## config.mk

```make
export PLATFORM = sky130hd
export DESIGN_NAME = natv_bus_arbiter
export DESIGN_NICKNAME = d
export VERILOG_FILES = /design/src/rtl/natv_arb_pkg.sv /design/src/rtl/natv_rr_picker.sv /design/src/rtl/natv_bus_arbiter.sv
export SDC_FILE = /design/constraint.sdc
export NUM_CORES = 1
export LEC_CHECK = 0
export BUFFER_PORTS_ARGS = -buffer_cell sky130_fd_sc_hd__buf_2
export CORE_AREA = 10 10 100 102
export CTS_BUF_LIST = sky130_fd_sc_hd__clkbuf_8
export CTS_CLUSTER_SIZE = 16
export DETAILED_ROUTE_END_ITERATION = 7
export DIE_AREA = 0 0 110 112
export PLACE_DENSITY = 0.72
export SLEW_MARGIN = 25
export SYNTH_ARGS = -nofsm -noshare
export SYNTH_HDL_FRONTEND = slang
export SYNTH_SLANG_ARGS = --single-unit
```

## constraint.sdc

```tcl
create_clock -name clk_i -period 3.28 [get_ports clk_i]
set_clock_uncertainty 0.05 [all_clocks]
set_input_delay 0 -clock clk_i [delete_from_list [all_inputs] [get_ports clk_i]]
set_output_delay 0 -clock clk_i [all_outputs]
set_load 0.005 [all_outputs]
```

## src/rtl/natv_arb_pkg.sv

```systemverilog
// Shared types and constants for the native-bus round-robin arbiter.
package natv_arb_pkg;

  localparam int ADDR_W = 32;
  localparam int DATA_W = 32;
  localparam int STRB_W = 4;

  localparam logic [DATA_W-1:0] NATV_TIMEOUT_RDATA = 32'hDEAD_BEEF;

  typedef enum logic {
    IDLE = 1'b0,
    BUSY = 1'b1
  } arb_state_e;

endpackage

```

## src/rtl/natv_rr_picker.sv

```systemverilog
// Combinational round-robin selector: first requester after last_i wins.
module natv_rr_picker
  import natv_arb_pkg::*;
#(
  parameter int NUM_MST = 2,
  parameter int IDX_W   = 1
) (
  input  logic [NUM_MST-1:0] req_i,
  input  logic [IDX_W-1:0]   last_i,
  output logic [NUM_MST-1:0] win_o,
  output logic [IDX_W-1:0]   win_idx_o,
  output logic               any_o
);

  logic [IDX_W-1:0] idx;

  always_comb begin
    win_o     = '0;
    win_idx_o = '0;
    any_o     = 1'b0;
    idx       = '0;
    // Scan last+1 .. last+NUM_MST so the previous owner has lowest priority.
    for (int k = 1; k <= NUM_MST; k++) begin
      idx = IDX_W'((int'(last_i) + k) % NUM_MST);
      if (!any_o && req_i[idx]) begin
        any_o      = 1'b1;
        win_o[idx] = 1'b1;
        win_idx_o  = idx;
      end
    end
  end

endmodule

```

## src/rtl/natv_bus_arbiter.sv

```systemverilog
// Round-robin arbiter sharing one native valid/ready bus among NUM_MST masters.
// Optional bus timeout enabled with macro NATV_ARB_TIMEOUT_EN.
module natv_bus_arbiter
  import natv_arb_pkg::*;
#(
  parameter int NUM_MST     = 2,
  parameter int TIMEOUT_CYC = 1024
) (
  input  logic                      clk_i,
  input  logic                      rst_i,
  input  logic [NUM_MST-1:0]        mst_valid_i,
  input  logic [NUM_MST*ADDR_W-1:0] mst_addr_i,
  input  logic [NUM_MST*DATA_W-1:0] mst_wdata_i,
  input  logic [NUM_MST*STRB_W-1:0] mst_wstrb_i,
  output logic [NUM_MST-1:0]        mst_ready_o,
  output logic [DATA_W-1:0]         mst_rdata_o,
  output logic                      natv_valid_o,
  output logic [ADDR_W-1:0]         natv_addr_o,
  output logic [DATA_W-1:0]         natv_wdata_o,
  output logic [STRB_W-1:0]         natv_wstrb_o,
  input  logic [DATA_W-1:0]         natv_rdata_i,
  input  logic                      natv_ready_i,
  output logic [NUM_MST-1:0]        grant_o,
  output logic                      timeout_o
);

  localparam int IDX_W = $clog2(NUM_MST);

  if (NUM_MST < 2 || NUM_MST > 8 || TIMEOUT_CYC < 2) begin : g_param_err
    $error("natv_bus_arbiter: NUM_MST must be 2..8 and TIMEOUT_CYC at least 2");
  end

  arb_state_e         state_q, state_d;
  logic [NUM_MST-1:0] grant_q, grant_d;
  logic [IDX_W-1:0]   gidx_q, gidx_d;
  logic [IDX_W-1:0]   last_q, last_d;

  logic [NUM_MST-1:0] win;
  logic [IDX_W-1:0]   win_idx;
  logic               win_any;

  logic               gvalid;
  logic [ADDR_W-1:0]  sel_addr;
  logic [DATA_W-1:0]  sel_wdata;
  logic [STRB_W-1:0]  sel_wstrb;
  logic               tmo_fire;

  natv_rr_picker #(
    .NUM_MST (NUM_MST),
    .IDX_W   (IDX_W)
  ) u_picker (
    .req_i     (mst_valid_i),
    .last_i    (last_q),
    .win_o     (win),
    .win_idx_o (win_idx),
    .any_o     (win_any)
  );

  always_comb begin
    gvalid    = 1'b0;
    sel_addr  = '0;
    sel_wdata = '0;
    sel_wstrb = '0;
    for (int k = 0; k < NUM_MST; k++) begin
      if (gidx_q == IDX_W'(k)) begin
        gvalid    = mst_valid_i[k];
        sel_addr  = mst_addr_i[ADDR_W*k +: ADDR_W];
        sel_wdata = mst_wdata_i[DATA_W*k +: DATA_W];
        sel_wstrb = mst_wstrb_i[STRB_W*k +: STRB_W];
      end
    end
  end

`ifdef NATV_ARB_TIMEOUT_EN
  localparam int CNT_W = $clog2(TIMEOUT_CYC + 1);
  logic [CNT_W-1:0] cnt_q, cnt_d;

  // Held at zero in IDLE, so every BUSY entry starts counting from zero.
  assign cnt_d    = (state_q == BUSY) ? cnt_q + CNT_W'(1) : '0;
  assign tmo_fire = (state_q == BUSY) && gvalid && !natv_ready_i &&
                    (cnt_q == CNT_W'(TIMEOUT_CYC - 1));

  always_ff @(posedge clk_i or posedge rst_i) begin
    if (rst_i) cnt_q <= '0;
    else       cnt_q <= cnt_d;
  end
`else
  assign tmo_fire = 1'b0;
`endif

  assign timeout_o = tmo_fire;
  assign grant_o   = grant_q;

  always_comb begin
    state_d      = state_q;
    grant_d      = grant_q;
    gidx_d       = gidx_q;
    last_d       = last_q;
    mst_ready_o  = '0;
    mst_rdata_o  = '0;
    natv_valid_o = 1'b0;
    natv_addr_o  = '0;
    natv_wdata_o = '0;
    natv_wstrb_o = '0;
    case (state_q)
      IDLE: begin
        if (win_any) begin
          state_d = BUSY;
          grant_d = win;
          gidx_d  = win_idx;
          last_d  = win_idx;
        end
      end
      BUSY: begin
        natv_valid_o = gvalid;
        natv_addr_o  = sel_addr;
        natv_wdata_o = sel_wdata;
        natv_wstrb_o = sel_wstrb;
        if (!gvalid) begin
          // Owner withdrew its request: abandon without completing.
          state_d = IDLE;
          grant_d = '0;
        end else if (natv_ready_i) begin
          mst_ready_o = grant_q;
          mst_rdata_o = natv_rdata_i;
          state_d     = IDLE;
          grant_d     = '0;
        end else if (tmo_fire) begin
          mst_ready_o = grant_q;
          mst_rdata_o = NATV_TIMEOUT_RDATA;
          state_d     = IDLE;
          grant_d     = '0;
        end
      end
      default: begin
        state_d = IDLE;
        grant_d = '0;
      end
    endcase
  end

  always_ff @(posedge clk_i or posedge rst_i) begin
    if (rst_i) begin
      state_q <= IDLE;
      grant_q <= '0;
      gidx_q  <= '0;
      last_q  <= IDX_W'(NUM_MST - 1);
    end else begin
      state_q <= state_d;
      grant_q <= grant_d;
      gidx_q  <= gidx_d;
      last_q  <= last_d;
    end
  end

endmodule
```

==> Word level (Yosys, flattened, before mapping) <==
Index checks and enable logic that the tools add are counted.
{ "op_classes": {"n_addsub": 2, "order_cmp": 4, "bitwise": 2, "n_eq_ne": 2, "n_reduce_logical": 6, "n_mux": 36} }
{ "op_table": {"columns": ["op", "n"], "rows": [
  ["$mux W32", 7],
  ["$mux W2", 8],
  ["$mux W1", 15],
  ["$mux W4", 2],
  ["$lt A1 B2 Y1 const B", 2],
  ["$pmux W2 S2", 1],
  ["$reduce_and A2 Y1", 2],
  ["$logic_and A1 B1 Y1", 3],
  ["$ne A3 B3 Y1 const B", 1],
  ["$add A1 B1 Y1 const B", 2],
  ["$demux W1 S1", 2],
  ["$ge A1 B1 Y1 const B", 2],
  ["$ne A2 B1 Y1 const B", 1],
  ["$or A2 B2 Y2", 1],
  ["$pmux W1 S2", 1],
  ["$logic_not A1 Y1", 1],
  ["$not A1 Y1", 1]
]} }
{ "totals": {"elab_cells": 56, "output_inout_bits": 106, "register_bits": 5} }

==> Logic depth before layout (Yosys ltp) <==
{ "logic_depth": {"depth_word": 10, "depth_mapped": 5} }

==> Hierarchy <==
From an unflattened synthesis, not the netlist that was laid out.
{ "hier_totals": {"hier_cells": 221, "hier_area_um2": 1714.1} }
{ "modules_own_cells": {"columns": ["mod", "area_each_um2", "n_inst", "seq_area_each_um2", "cells_each"], "rows": [
  ["natv_bus_arbiter", 1681.6, 1, 126.4, 216],
  ["natv_rr_picker", 32.5, 1, 0.0, 5]
]} }

==> Worst setup path after synthesis <==
Ideal clock, no wire load.
{ "synth_path": {"kind": "register to register", "startpoint": "register state_q", "endpoint": "register gidx_q", "n_path_buf": 2, "required_ns": 3.092, "t_arrival_ns": 1.057, "stages_incl_launch_ff": 5, "synth_period_minus_slack_ns": 1.245, "setup_ns": 0.138, "setup_slack_ns": 2.035, "cell_sequence": "dfrtp_1 -> inv_1 -> buf_2 -> buf_1 -> a31oi_1"} }
{ "synth_between": {"elab_chain_len": 2} }
{ "synth_lines": {"columns": ["item", "line", "rtl"], "rows": [
  ["start, declared", "natv_bus_arbiter.sv:33", "arb_state_e state_q, state_d;"],
  ["start signal, assigned", "natv_bus_arbiter.sv:149", "state_q <= state_d;"],
  ["$not A1 Y1 (no source line)", null, null],
  ["$reduce_and A2 Y1 (no source line)", null, null],
  ["end signal, assigned", "natv_bus_arbiter.sv:151", "gidx_q <= gidx_d;"],
  ["end, declared", "natv_bus_arbiter.sv:35", "logic [IDX_W-1:0] gidx_q, gidx_d;"]
]} }
No other way between the ends.
A chain may end at the register's enable or synchronous reset.

==> Final worst setup path <==
{ "layout_path": {"startpoint": "register gidx_q", "endpoint": "output port natv_wdata_o[30]"} }
{ "layout_between": {"elab_chain_len": 2} }
{ "layout_lines": {"columns": ["item", "line", "rtl"], "rows": [
  ["$mux W32", "natv_bus_arbiter.sv:65", "if (gidx_q == IDX_W'(k)) begin"],
  ["$mux W32", "natv_bus_arbiter.sv:105", "case (state_q)"],
  ["end, declared", "natv_bus_arbiter.sv:19", "output logic [DATA_W-1:0] natv_wdata_o,"]
]} }
No other way between the ends.

==> impl_metrics.prom <==
# TYPE chip_impl_metric gauge
chip_impl_info{name="run_status",value="finished clean"} 1
chip_impl_metric{name="finish.instance_area",unit="µm²"} 2990
chip_impl_metric{name="maxCapViolCount",unit=""} 0
chip_impl_metric{name="synthesis.yosys.warnings",unit=""} 0
chip_impl_metric{name="vias",unit=""} 2495
chip_impl_metric{name="floorplan.rows",unit=""} 33
chip_impl_metric{name="fillers",unit=""} 854
chip_impl_info{name="cts_tree",value="built"} 1
chip_impl_info{name="hold_path.class",value="in2reg"} 1
chip_impl_metric{name="period_needed",unit="ps"} 2190
chip_impl_metric{name="worstSkewPairLatency",unit="ps"} 220
chip_impl_metric{name="drt-pass1-iter-count",unit=""} 4
chip_impl_info{name="synth_largest_area_cell",value="sky130_fd_sc_hd__mux2i_1"} 1
chip_impl_metric{name="slew_viol_final",unit=""} 0
chip_impl_metric{name="grt_overflow_total",unit=""} 0
chip_impl_metric{name="synthArstFlopShare",unit="%"} 100
chip_impl_info{name="synth_top_cells_by_area",value="sky130_fd_sc_hd__mux2i_1, sky130_fd_sc_hd__nor2_1, sky130_fd_sc_hd__and3_1, sky130_fd_sc_hd__dfrtp_1, sky130_fd_sc_hd__buf_2"} 1
chip_impl_metric{name="combined_area_of_all_synthesized_cells",unit="µm²"} 1500
chip_impl_metric{name="port-buffer-count",unit=""} 277
chip_impl_metric{name="initial_utilization",unit="%"} 18.7
chip_impl_metric{name="peakVddDrop",unit="mV"} 0.152
chip_impl_metric{name="netlist_instances",unit=""} 217
chip_impl_metric{name="areaGrowthSynthToFinish",unit="%"} 99.3
chip_impl_metric{name="instances_no_fill",unit=""} 584
chip_impl_metric{name="leakagePower",unit="nW"} 2.08
chip_impl_metric{name="clock_sink_count",unit=""} 5
chip_impl_metric{name="finalSetupViolCount",unit=""} 0
chip_impl_metric{name="cts.htree.levels",unit=""} 1
chip_impl_metric{name="wirelength",unit="µm"} 9520
chip_impl_metric{name="power_density",unit="nW/µm²"} 496
chip_impl_info{name="criticalPathCategory",value="reg2out"} 1
chip_impl_metric{name="post_synth_num_cell_types",unit=""} 22
chip_impl_metric{name="via_per_inst",unit=""} 4.27
chip_impl_metric{name="worst_path_required_time",unit="ps"} 3230
chip_impl_metric{name="floorplan.io_pins",unit=""} 279
chip_impl_metric{name="syn-num-nets",unit=""} 390
chip_impl_info{name="crit_path_start_kind",value="flip-flop"} 1
chip_impl_info{name="cts-root-buf",value="sky130_fd_sc_hd__clkbuf_8"} 1
chip_impl_metric{name="cts.path.max_buffers",unit=""} 2
chip_impl_metric{name="floorplan.die.height",unit="µm"} 112
chip_impl_metric{name="final-hold-violation-count",unit=""} 0
chip_impl_metric{name="dp_hpwl",unit="µm"} 8300
chip_impl_metric{name="synthesized_flop_and_latch_total",unit=""} 5
chip_impl_metric{name="m1WireLength",unit="µm"} 3200
chip_impl_metric{name="synth_enable_flop_cells",unit=""} 0
chip_impl_info{name="synthFlopType",value="sky130_fd_sc_hd__dfrtp_1"} 1
chip_impl_metric{name="tns",unit="ps"} 0
chip_impl_metric{name="place_congestion",unit=""} 0.886
chip_impl_metric{name="via_count_of_the_first_global_routing_pass",unit=""} 2668
chip_impl_metric{name="drt_iter0_markers",unit=""} 117
chip_impl_metric{name="num_antenna_cells",unit=""} 0
chip_impl_metric{name="ys_seq_area_share",unit="%"} 8.41
chip_impl_metric{name="worst_slew_pin_slew",unit="ps"} 691
chip_impl_metric{name="drive_above_1_share",unit="%"} 59.9
chip_impl_metric{name="cts_buffers",unit=""} 3
chip_impl_metric{name="global_route.usage.total",unit="%"} 13.1
chip_impl_metric{name="critical_path_arrival",unit="ps"} 2140
chip_impl_metric{name="dp_cells",unit=""} 578
chip_impl_metric{name="final_net_count",unit=""} 653
chip_impl_metric{name="post_route_drc",unit=""} 0
chip_impl_metric{name="max_clock_freq",unit="MHz"} 456
chip_impl_metric{name="met3_wirelength",unit="µm"} 1460
chip_impl_metric{name="min_period_over_period",unit="%"} 66.8
chip_impl_metric{name="met2_length",unit="µm"} 4800
chip_impl_metric{name="slew_headroom",unit="%"} 54.0
chip_impl_metric{name="maximum_fanout_count_along_the_critical_path",unit=""} 43
chip_impl_metric{name="avgSynthCellArea",unit="µm²"} 6.92
chip_impl_metric{name="antenna_found_initial",unit=""} 0
chip_impl_metric{name="die_area",unit="µm²"} 12300
chip_impl_metric{name="synth_top_cell_area_share",unit="%"} 45.3
chip_impl_metric{name="path_clk_slew",unit="ps"} 30
chip_impl_info{name="critPathCaptureType",value="output pin"} 1
chip_impl_metric{name="die_width",unit="µm"} 110
chip_impl_info{name="highest_layer",value="met4"} 1
chip_impl_metric{name="core_area",unit="µm²"} 8050
chip_impl_metric{name="grt_pass1_wl",unit="µm"} 13400
chip_impl_metric{name="grt_max_degree",unit=""} 47
chip_impl_info{name="rsz0062_at_grt",value="no"} 1
chip_impl_metric{name="cts_repair_resize_count",unit=""} 0
chip_impl_metric{name="postPlaceCellArea",unit="µm²"} 2930
chip_impl_metric{name="wl_per_cell",unit="µm"} 16.3
chip_impl_metric{name="antenna_violating_nets_post_route",unit=""} 0
## through the flow
stage                     setup slack [ps]  hold WS (ps)  total power, mW  utilization [%]
after CTS                             1040          46.5             1.51             37.2
after global placement                1330          -140             1.36             36.4
after detailed placement              1290          -134             1.39             36.4
after floorplan                       2030          -272            0.912                -
after global routing                   953          88.6             1.63             37.2
final                                 1090          54.3             1.49             37.2
## what timing repair did
| action | CTS | global route |
|---|---|---|
| endpoints found under the hold margin | 7 | 0 |
| hold buffers | 2 | 0 |
| setup buffers | 0 | 0 |
## cells in the final DEF, fill, tap and decap left out
| cell | instances |
|---|---|
| sky130_fd_sc_hd__a31oi_1 | 2 |
| sky130_fd_sc_hd__dfrtp_1 | 3 |
| sky130_fd_sc_hd__nand2b_1 | 1 |
| sky130_fd_sc_hd__mux2i_2 | 1 |
| sky130_fd_sc_hd__dfrtp_4 | 1 |
| sky130_fd_sc_hd__nor2_4 | 1 |
| sky130_fd_sc_hd__dfstp_2 | 1 |
| sky130_fd_sc_hd__o2bb2ai_1 | 1 |
| sky130_fd_sc_hd__o22ai_1 | 1 |
| sky130_fd_sc_hd__buf_2 | 277 |
| sky130_fd_sc_hd__dlygate4sd3_1 | 2 |
| sky130_fd_sc_hd__o21ai_0 | 1 |
| sky130_fd_sc_hd__and3_1 | 34 |
| sky130_fd_sc_hd__nor2_1 | 70 |
| sky130_fd_sc_hd__conb_1 | 1 |
| sky130_fd_sc_hd__a22o_1 | 1 |
| sky130_fd_sc_hd__a21oi_1 | 3 |
| sky130_fd_sc_hd__clkbuf_8 | 3 |
| sky130_fd_sc_hd__nor3_1 | 1 |
| sky130_fd_sc_hd__inv_1 | 2 |
| sky130_fd_sc_hd__mux2i_1 | 68 |
| sky130_fd_sc_hd__nor2b_1 | 1 |
| sky130_fd_sc_hd__buf_4 | 2 |
| sky130_fd_sc_hd__inv_2 | 1 |
## final timing paths
kind / start / end / slack (ps) / cells after the start
worst max-delay path: gidx_q / natv_wdata_o[30] / 1090 / 4
worst min-delay path: mst_valid_i[1] / last_q / 50 / 3
worst max register to register: gidx_q / grant_o[1] / 1650 / 3
worst min register to register: state_q / grant_o[0] / 460 / 1
max in group asynchronous: rst_i / last_q / 2760 / 3
min in group asynchronous: rst_i / grant_o[0] / 180 / 3
## worst max-delay path, stage by stage, from the launching register on
cell	delay (ps)
sky130_fd_sc_hd__dfrtp_4	710
sky130_fd_sc_hd__buf_4	650
sky130_fd_sc_hd__mux2i_1	320
sky130_fd_sc_hd__nor2_1	60
sky130_fd_sc_hd__buf_2	140
## per-layer routing
| layer | GRT usage, % | vias to the layer above |
|---|---|---|
| met4 | 2.08 | 0 |
| met5 | 0 | - |
| met3 | 5.82 | 6 |
| met1 | 13.0 | 1044 |
| li1 | - | 1267 |
| met2 | 24.6 | 178 |
## final cells by class
type                            instances  area (µm²)  share of cell area, %
Sequential cell                         5         130                   4.35
Inverter                                2        7.51                  0.251
Tap cell                              105         131                   4.39
Multi-Input combinational cell        187        1260                   42.0
Clock inverter                          1        3.75                  0.125
Clock buffer                            3        41.3                   1.38
Timing Repair Buffer                  281        1420                   47.5
## where the power goes
group	switching [mW]	leakage, nW	internal, mW
clock	0.0311	0.0269	0.0803
combinational	0.579	2.00	0.607
sequential	0.0948	0.0586	0.0931
total	0.705	2.08	0.780
## synth_stat cells, types with 2 or more instances
library cell	count
sky130_fd_sc_hd__nor2_1	70
sky130_fd_sc_hd__mux2i_1	68
sky130_fd_sc_hd__and3_1	34
sky130_fd_sc_hd__buf_2	10
sky130_fd_sc_hd__clkbuf_1	6
sky130_fd_sc_hd__buf_1	4
sky130_fd_sc_hd__dfrtp_1	4
sky130_fd_sc_hd__a21oi_1	3
sky130_fd_sc_hd__buf_4	3
sky130_fd_sc_hd__a31oi_1	2
sky130_fd_sc_hd__inv_1	2
## cell families (layout without fill, tap and decap cells)
logic type             count (synthesis)  after routing  share of synthesized area [%]
AOI/OAI and AO/OA                      9              9                           3.75
other                                  1              1                          0.250
muxes                                 69             69                           46.2
buffers and inverters                 25            287                           7.83
and+or+nand+nor                      108            108                           33.6
DFF                                    5              5                           8.41
## sequential cells by signal (all words and copies together) (netlist names)
register	count
state_q	1
grant_o	2
gidx_q	1
last_q	1
Power figures use the tool's default switching activity.
